File: config.mk
export PLATFORM = sky130hd
export DESIGN_NAME = writeback_arbiter
export DESIGN_NICKNAME = d
export VERILOG_FILES = /design/src/rtl/writeback_arbiter_pkg.sv /design/src/rtl/writeback_arbiter.sv
export SDC_FILE = /design/constraint.sdc
export NUM_CORES = 1
export LEC_CHECK = 0
export ABC_CLOCK_PERIOD_IN_PS = 1400
export BUFFER_PORTS_ARGS = -buffer_cell sky130_fd_sc_hd__clkbuf_2
export CAP_MARGIN = 10
export CORE_UTILIZATION = 40
export DETAILED_ROUTE_END_ITERATION = 8
export PLACE_DENSITY = 0.8
export SLEW_MARGIN = 20
export SYNTH_ARGS = -nofsm -noshare
export SYNTH_HDL_FRONTEND = slang
export SYNTH_SLANG_ARGS = --single-unit
File: constraint.sdc
create_clock -name clk -period 1.4 [get_ports clk]
set_input_delay 0.21 -clock clk [delete_from_list [all_inputs] [get_ports clk]]
set_output_delay 0.21 -clock clk [all_outputs]
set_load 0.01 [all_outputs]
File: src/rtl/writeback_arbiter_pkg.sv
// Shared definitions for the register-file writeback path.
// Holds default widths, the hard-wired zero register index and the
// writeback request payload used by the pipeline WB stage.
package writeback_arbiter_pkg;

  localparam int unsigned DATA_WIDTH_DEFAULT = 32;
  localparam int unsigned ADDR_WIDTH_DEFAULT = 5;
  localparam int unsigned MAX_WAIT_DEFAULT   = 4;

  // x0 is hard-wired to zero; writes to it never reach the port.
  localparam logic [ADDR_WIDTH_DEFAULT-1:0] REG_ZERO = '0;

  // Writeback request payload as produced by the in-order pipeline.
  typedef struct packed {
    logic                          valid;
    logic [ADDR_WIDTH_DEFAULT-1:0] address;
    logic [DATA_WIDTH_DEFAULT-1:0] data;
  } wbReq_t;

endpackage : writeback_arbiter_pkg

File: src/rtl/writeback_arbiter.sv
// Register-file write-port arbiter between the pipeline WB stage and the
// multi-cycle mul/div unit. A one-entry hold slot parks the mul/div result;
// a bounded-wait counter forces it through after MAX_WAIT lost cycles.
//
// Ports:
//   clk, reset        clock; synchronous active-low reset
//   wbValid/Address/Data   pipeline writeback request
//   pipeStall         pipeline write not performed; WB must hold
//   mdValid/Address/Data   mul/div result, accepted when mdReady
//   mdReady           hold slot can take a new mul/div result
//   writeRegister/Address/Data   register-file write port
//   pendingValid/Address   held result, for decode hazard stalls
module writeback_arbiter
  import writeback_arbiter_pkg::*;
#(
  parameter int unsigned DATA_WIDTH = DATA_WIDTH_DEFAULT,
  parameter int unsigned ADDR_WIDTH = ADDR_WIDTH_DEFAULT,
  parameter int unsigned MAX_WAIT   = MAX_WAIT_DEFAULT
) (
  input  logic                  clk,
  input  logic                  reset,
  input  logic                  wbValid,
  input  logic [ADDR_WIDTH-1:0] wbAddress,
  input  logic [DATA_WIDTH-1:0] wbData,
  output logic                  pipeStall,
  input  logic                  mdValid,
  output logic                  mdReady,
  input  logic [ADDR_WIDTH-1:0] mdAddress,
  input  logic [DATA_WIDTH-1:0] mdData,
  output logic                  writeRegister,
  output logic [ADDR_WIDTH-1:0] writeAddress,
  output logic [DATA_WIDTH-1:0] writeData,
  output logic                  pendingValid,
  output logic [ADDR_WIDTH-1:0] pendingAddress
);

  localparam int unsigned WAIT_W = $clog2(MAX_WAIT + 1);
  localparam logic [WAIT_W-1:0] WAIT_MAX = WAIT_W'(MAX_WAIT);
  localparam logic [ADDR_WIDTH-1:0] ZERO_ADDR = ADDR_WIDTH'(REG_ZERO);

  typedef enum logic {EMPTY = 1'b0, HELD = 1'b1} state_t;

  state_t                state;
  logic [ADDR_WIDTH-1:0] holdAddress;
  logic [DATA_WIDTH-1:0] holdData;
  logic [WAIT_W-1:0]     waitCount;

  logic holdValid;
  logic pipeReq;
  logic forced;
  logic holdGranted;
  logic pipeGranted;
  logic mdAccept;
  logic mdLoad;
  logic cancel;

  assign holdValid = (state == HELD);

  // Grant decision: reset > forced hold > pipe > hold.
  always_comb begin
    pipeReq     = 1'b0;
    forced      = 1'b0;
    holdGranted = 1'b0;
    pipeGranted = 1'b0;
    mdAccept    = 1'b0;
    mdLoad      = 1'b0;
    cancel      = 1'b0;
    if (reset) begin
      pipeReq     = wbValid && (wbAddress != ZERO_ADDR);
      forced      = holdValid && (waitCount >= WAIT_MAX);
      holdGranted = forced || (holdValid && !pipeReq);
      pipeGranted = pipeReq && !forced;
      mdAccept    = mdValid && (!holdValid || holdGranted);
      mdLoad      = mdAccept && (mdAddress != ZERO_ADDR);
      // Pipe overwrote the held destination: the held value is stale.
      cancel      = holdValid && pipeGranted && (wbAddress == holdAddress) && !mdLoad;
    end
  end

  // Write port and handshake outputs, zero latency from the grant.
  always_comb begin
    writeRegister = 1'b0;
    writeAddress  = '0;
    writeData     = '0;
    pipeStall     = 1'b0;
    mdReady       = 1'b0;
    if (reset) begin
      mdReady   = !holdValid || holdGranted;
      pipeStall = pipeReq && forced;
      if (holdGranted) begin
        writeRegister = 1'b1;
        writeAddress  = holdAddress;
        writeData     = holdData;
      end else if (pipeGranted) begin
        writeRegister = 1'b1;
        writeAddress  = wbAddress;
        writeData     = wbData;
      end
    end
  end

  // Hold slot FSM with bounded-wait counter.
  always_ff @(posedge clk) begin
    if (!reset) begin
      state       <= EMPTY;
      holdAddress <= '0;
      holdData    <= '0;
      waitCount   <= '0;
    end else begin
      case (state)
        EMPTY: begin
          if (mdLoad) begin
            state       <= HELD;
            holdAddress <= mdAddress;
            holdData    <= mdData;
            waitCount   <= '0;
          end
        end
        HELD: begin
          if (mdLoad) begin
            holdAddress <= mdAddress;
            holdData    <= mdData;
            waitCount   <= '0;
          end else if (holdGranted || cancel) begin
            state     <= EMPTY;
            waitCount <= '0;
          end else if (waitCount < WAIT_MAX) begin
            waitCount <= waitCount + WAIT_W'(1);
          end
        end
        default: begin
          state     <= EMPTY;
          waitCount <= '0;
        end
      endcase
    end
  end

  assign pendingValid   = holdValid;
  assign pendingAddress = holdAddress;

endmodule : writeback_arbiter

==> impl_metrics.yaml <==
outcome:
  status: "finished with violations"
  violations: "setup timing"
cts:
  cts_root_buf: "clkbuf_8"
  ctsLongestPathBuffers: 2
  worstSkewPairLatency_ns: 0.29
  htreeDepth: 2
  numClockSinks: 41
  hold_buffers: 0
  numCtsBuffers: 5
  path_clk_slew_ns: 0.08
  cts_tree: "yes"
global_routing:
  overflow: 0
  first_global_vias: 2294
  met1_usage_pct: 27.80
  grt_max_degree: 40
  grt_usage_pct: 22.21
  met2_usage_pct: 39.02
  busiest_layer: "met2"
  use_met3_pct: 3.929
  antenna_found_initial: 0
  grt_pass1_wl_um: 10670
timing:
  rsz0062_at_grt: "yes"
  slew_violations: 0
  fmax_ghz: 0.5499
  post-route-min-period_ns: 1.819
  layout_setup_ws_ns: -0.4187
  setup_violations: 77
  final.setup_skew_ns: 0.004967
  tightestPinTransition_ns: 0.3895
  period_share_pct: 129.9
  slew_headroom_pct: 73.86
  hold_viol_final: 0
  fin_tns_setup_ns: -18.01
finish:
  diodes: 0
  nNetsFinal: 532
  stdcell_count: 524
  drive_gt1_share_pct: 61.45
  final_cell_mix: "clkbuf_2, nand2_1, dfxtp_1"
  area_growth_pct: 80.36
  finish.utilization_pct: 77.16
  final_common_cell: "clkbuf_2"
placed_design:
  place_inst: 488
  preCtsSetupSlack_ns: -0.3309
  dp_hpwl_um: 4737
  globalplace.congestion: 0.7772
  io_buffers: 123
yosys:
  synthesis.nets: 365
  synth.distinct_cells: 34
  synth.largest_area_cell: "dfxtp_1"
  syn_inst: 286
  synth.yosys.seq_area_share_pct: 36.40
  yosys_warnings: 0
  netlist_area_um2: 2255
  synth_seq_cells: 41
  yosysTopAreaCellShare_pct: 36.40
  synth.avg_cell_area_um2: 7.883
  synthTopCellsByArea: "dfxtp_1, nand2_1, a22oi_1"
worst_setup_path:
  cp_num_buf_inv: 3
  crit_slowest_cell: "dfxtp_4"
  worstPathRequired_ns: 1.19
  cp_max_fo: 7
  path_cells: "nand2_2 -> a31oi_4 -> buf_12 -> clkbuf_16 -> a22oi_1 -> nor2b_1 -> buf_2"
  start_kind: "flop"
  slowest_delay_ns: 0.37
  crit_type: "reg2out"
  cp-end-kind: "primary output"
  cpLargestDelayFamily: "buffers and inverters"
  cp_data_arrival_time_ns: 1.61
routing:
  vias_per_cell: 5.202
  firstDrtPassIters: 4
  postRouteWirelength_um: 8606
  wl_per_cell_um: 16.42
  drc: 0
  dr_total_vias: 2726
  antenna_left: 0
  drt-initial-drc-count: 133
die:
  die_area_um2: 5941
  pin_count: 124
  initial_utilization_pct: 42.78
  die_h_um: 77.08
  row_count: 26
  die_width_um: 77.08
  core_area_um2: 5270
pwr:
  power.density_nw_per_um2: 752.6
  peakVddDrop_uv: 556.5
  power_mw: 3.060
  p_leak_nw: 1.801
job:
  maxCapViolCount: 0
hold_path:
  hold_class: "in2reg"
==> routing by layer <==
metal / part of all wire [%] / vias to the layer above
met4: 0.99 / 0
met3: 5.4 / 8
met5: 0 / -
li1: - / 1315
met2: 52 / 120
met1: 42 / 1283
==> repair_timing <==
item	4_1_cts	5_1_grt
buffers inserted	6	3
resized for setup	20	107
setup endpoints to repair	41	80
pin swaps	4	30
gates cloned	3	16
==> synth_stat cells <==
master / count
a21o_1: 1
o21ai_0: 19
a22oi_1: 37
inv_1: 3
nor4_2: 1
nor3b_4: 1
a31oi_1: 1
o21ai_1: 12
nand3_1: 2
buf_2: 2
a21oi_2: 1
nand3b_1: 1
nor2_1: 3
nor2b_1: 38
xor2_1: 1
buf_6: 7
dfxtp_1: 41
nor3_4: 1
o32a_1: 1
or4_1: 1
xnor2_1: 4
o21ai_2: 8
buf_4: 5
nand4_1: 1
a21boi_2: 1
or3b_1: 1
clkbuf_1: 9
nand2_1: 75
nand2b_1: 1
a21oi_1: 2
nor3_1: 2
a21boi_0: 1
o21a_1: 1
ha_1: 1
==> power breakdown <==
group	leakage, nW	switching (mW)	internal, mW	total, mW
clock network	0.0455	0.391	0.402	0.793
registers	0.340	0.0644	1.25	1.32
logic	1.42	0.437	0.514	0.951
total	1.80	0.892	2.17	3.06
==> area by class of cell <==
type / count / area [um2]
multi-input combinational: 219 / 1573
sequential: 41 / 829.5
clock buffer: 8 / 90.09
fill: 366 / 1204
tap: 70 / 87.58
inverter: 3 / 13.76
timing repair buffer: 183 / 1473
==> path summary, 6_finish.rpt <==
kind,from,to,cells past startpoint,slack [ns]
setup / recovery,pendingValid$_SDFF_PN0_,writeData[6],7,-0.42
hold / removal,mdData[3],holdData[3]$_SDFFE_PN0P_,3,0.11
setup reg to reg,pendingValid$_SDFF_PN0_,holdData[9]$_SDFFE_PN0P_,8,-0.16
hold reg to reg,holdData[26]$_SDFFE_PN0P_,holdData[26]$_SDFFE_PN0P_,2,0.46
==> state kept, by name (all words and copies together), names as in the netlist <==
name / count
holdData: 32
pendingValid: 1
waitCount: 3
pendingAddress: 5
==> through the flow <==
| stage | cell area (um2) | hold WS, ns |
|---|---|---|
| after floorplan | 2345 | 0.3186 |
| after global placement | 3211 | 0.4045 |
| after detailed placement | 3211 | 0.4114 |
| after CTS | 3475 | 0.1056 |
| after global routing | 4066 | 0.1161 |
| final | 4066 | 0.1119 |
==> worst min-delay path, stage by stage <==
cell and delay, ns:
clkbuf_2 0.08, nand2_2 0.04, o21ai_2 0.04
==> kinds of logic after synthesis <==
group	Yosys count	share of synthesized area (%)
fa+ha+maj	1	0.5549
xor+xnor	5	1.942
flops	41	36.40
buf+inv	26	7.603
simple gates	128	28.14
compound gates	85	25.36
No activity file was read; power rests on OpenSTA's default activity.
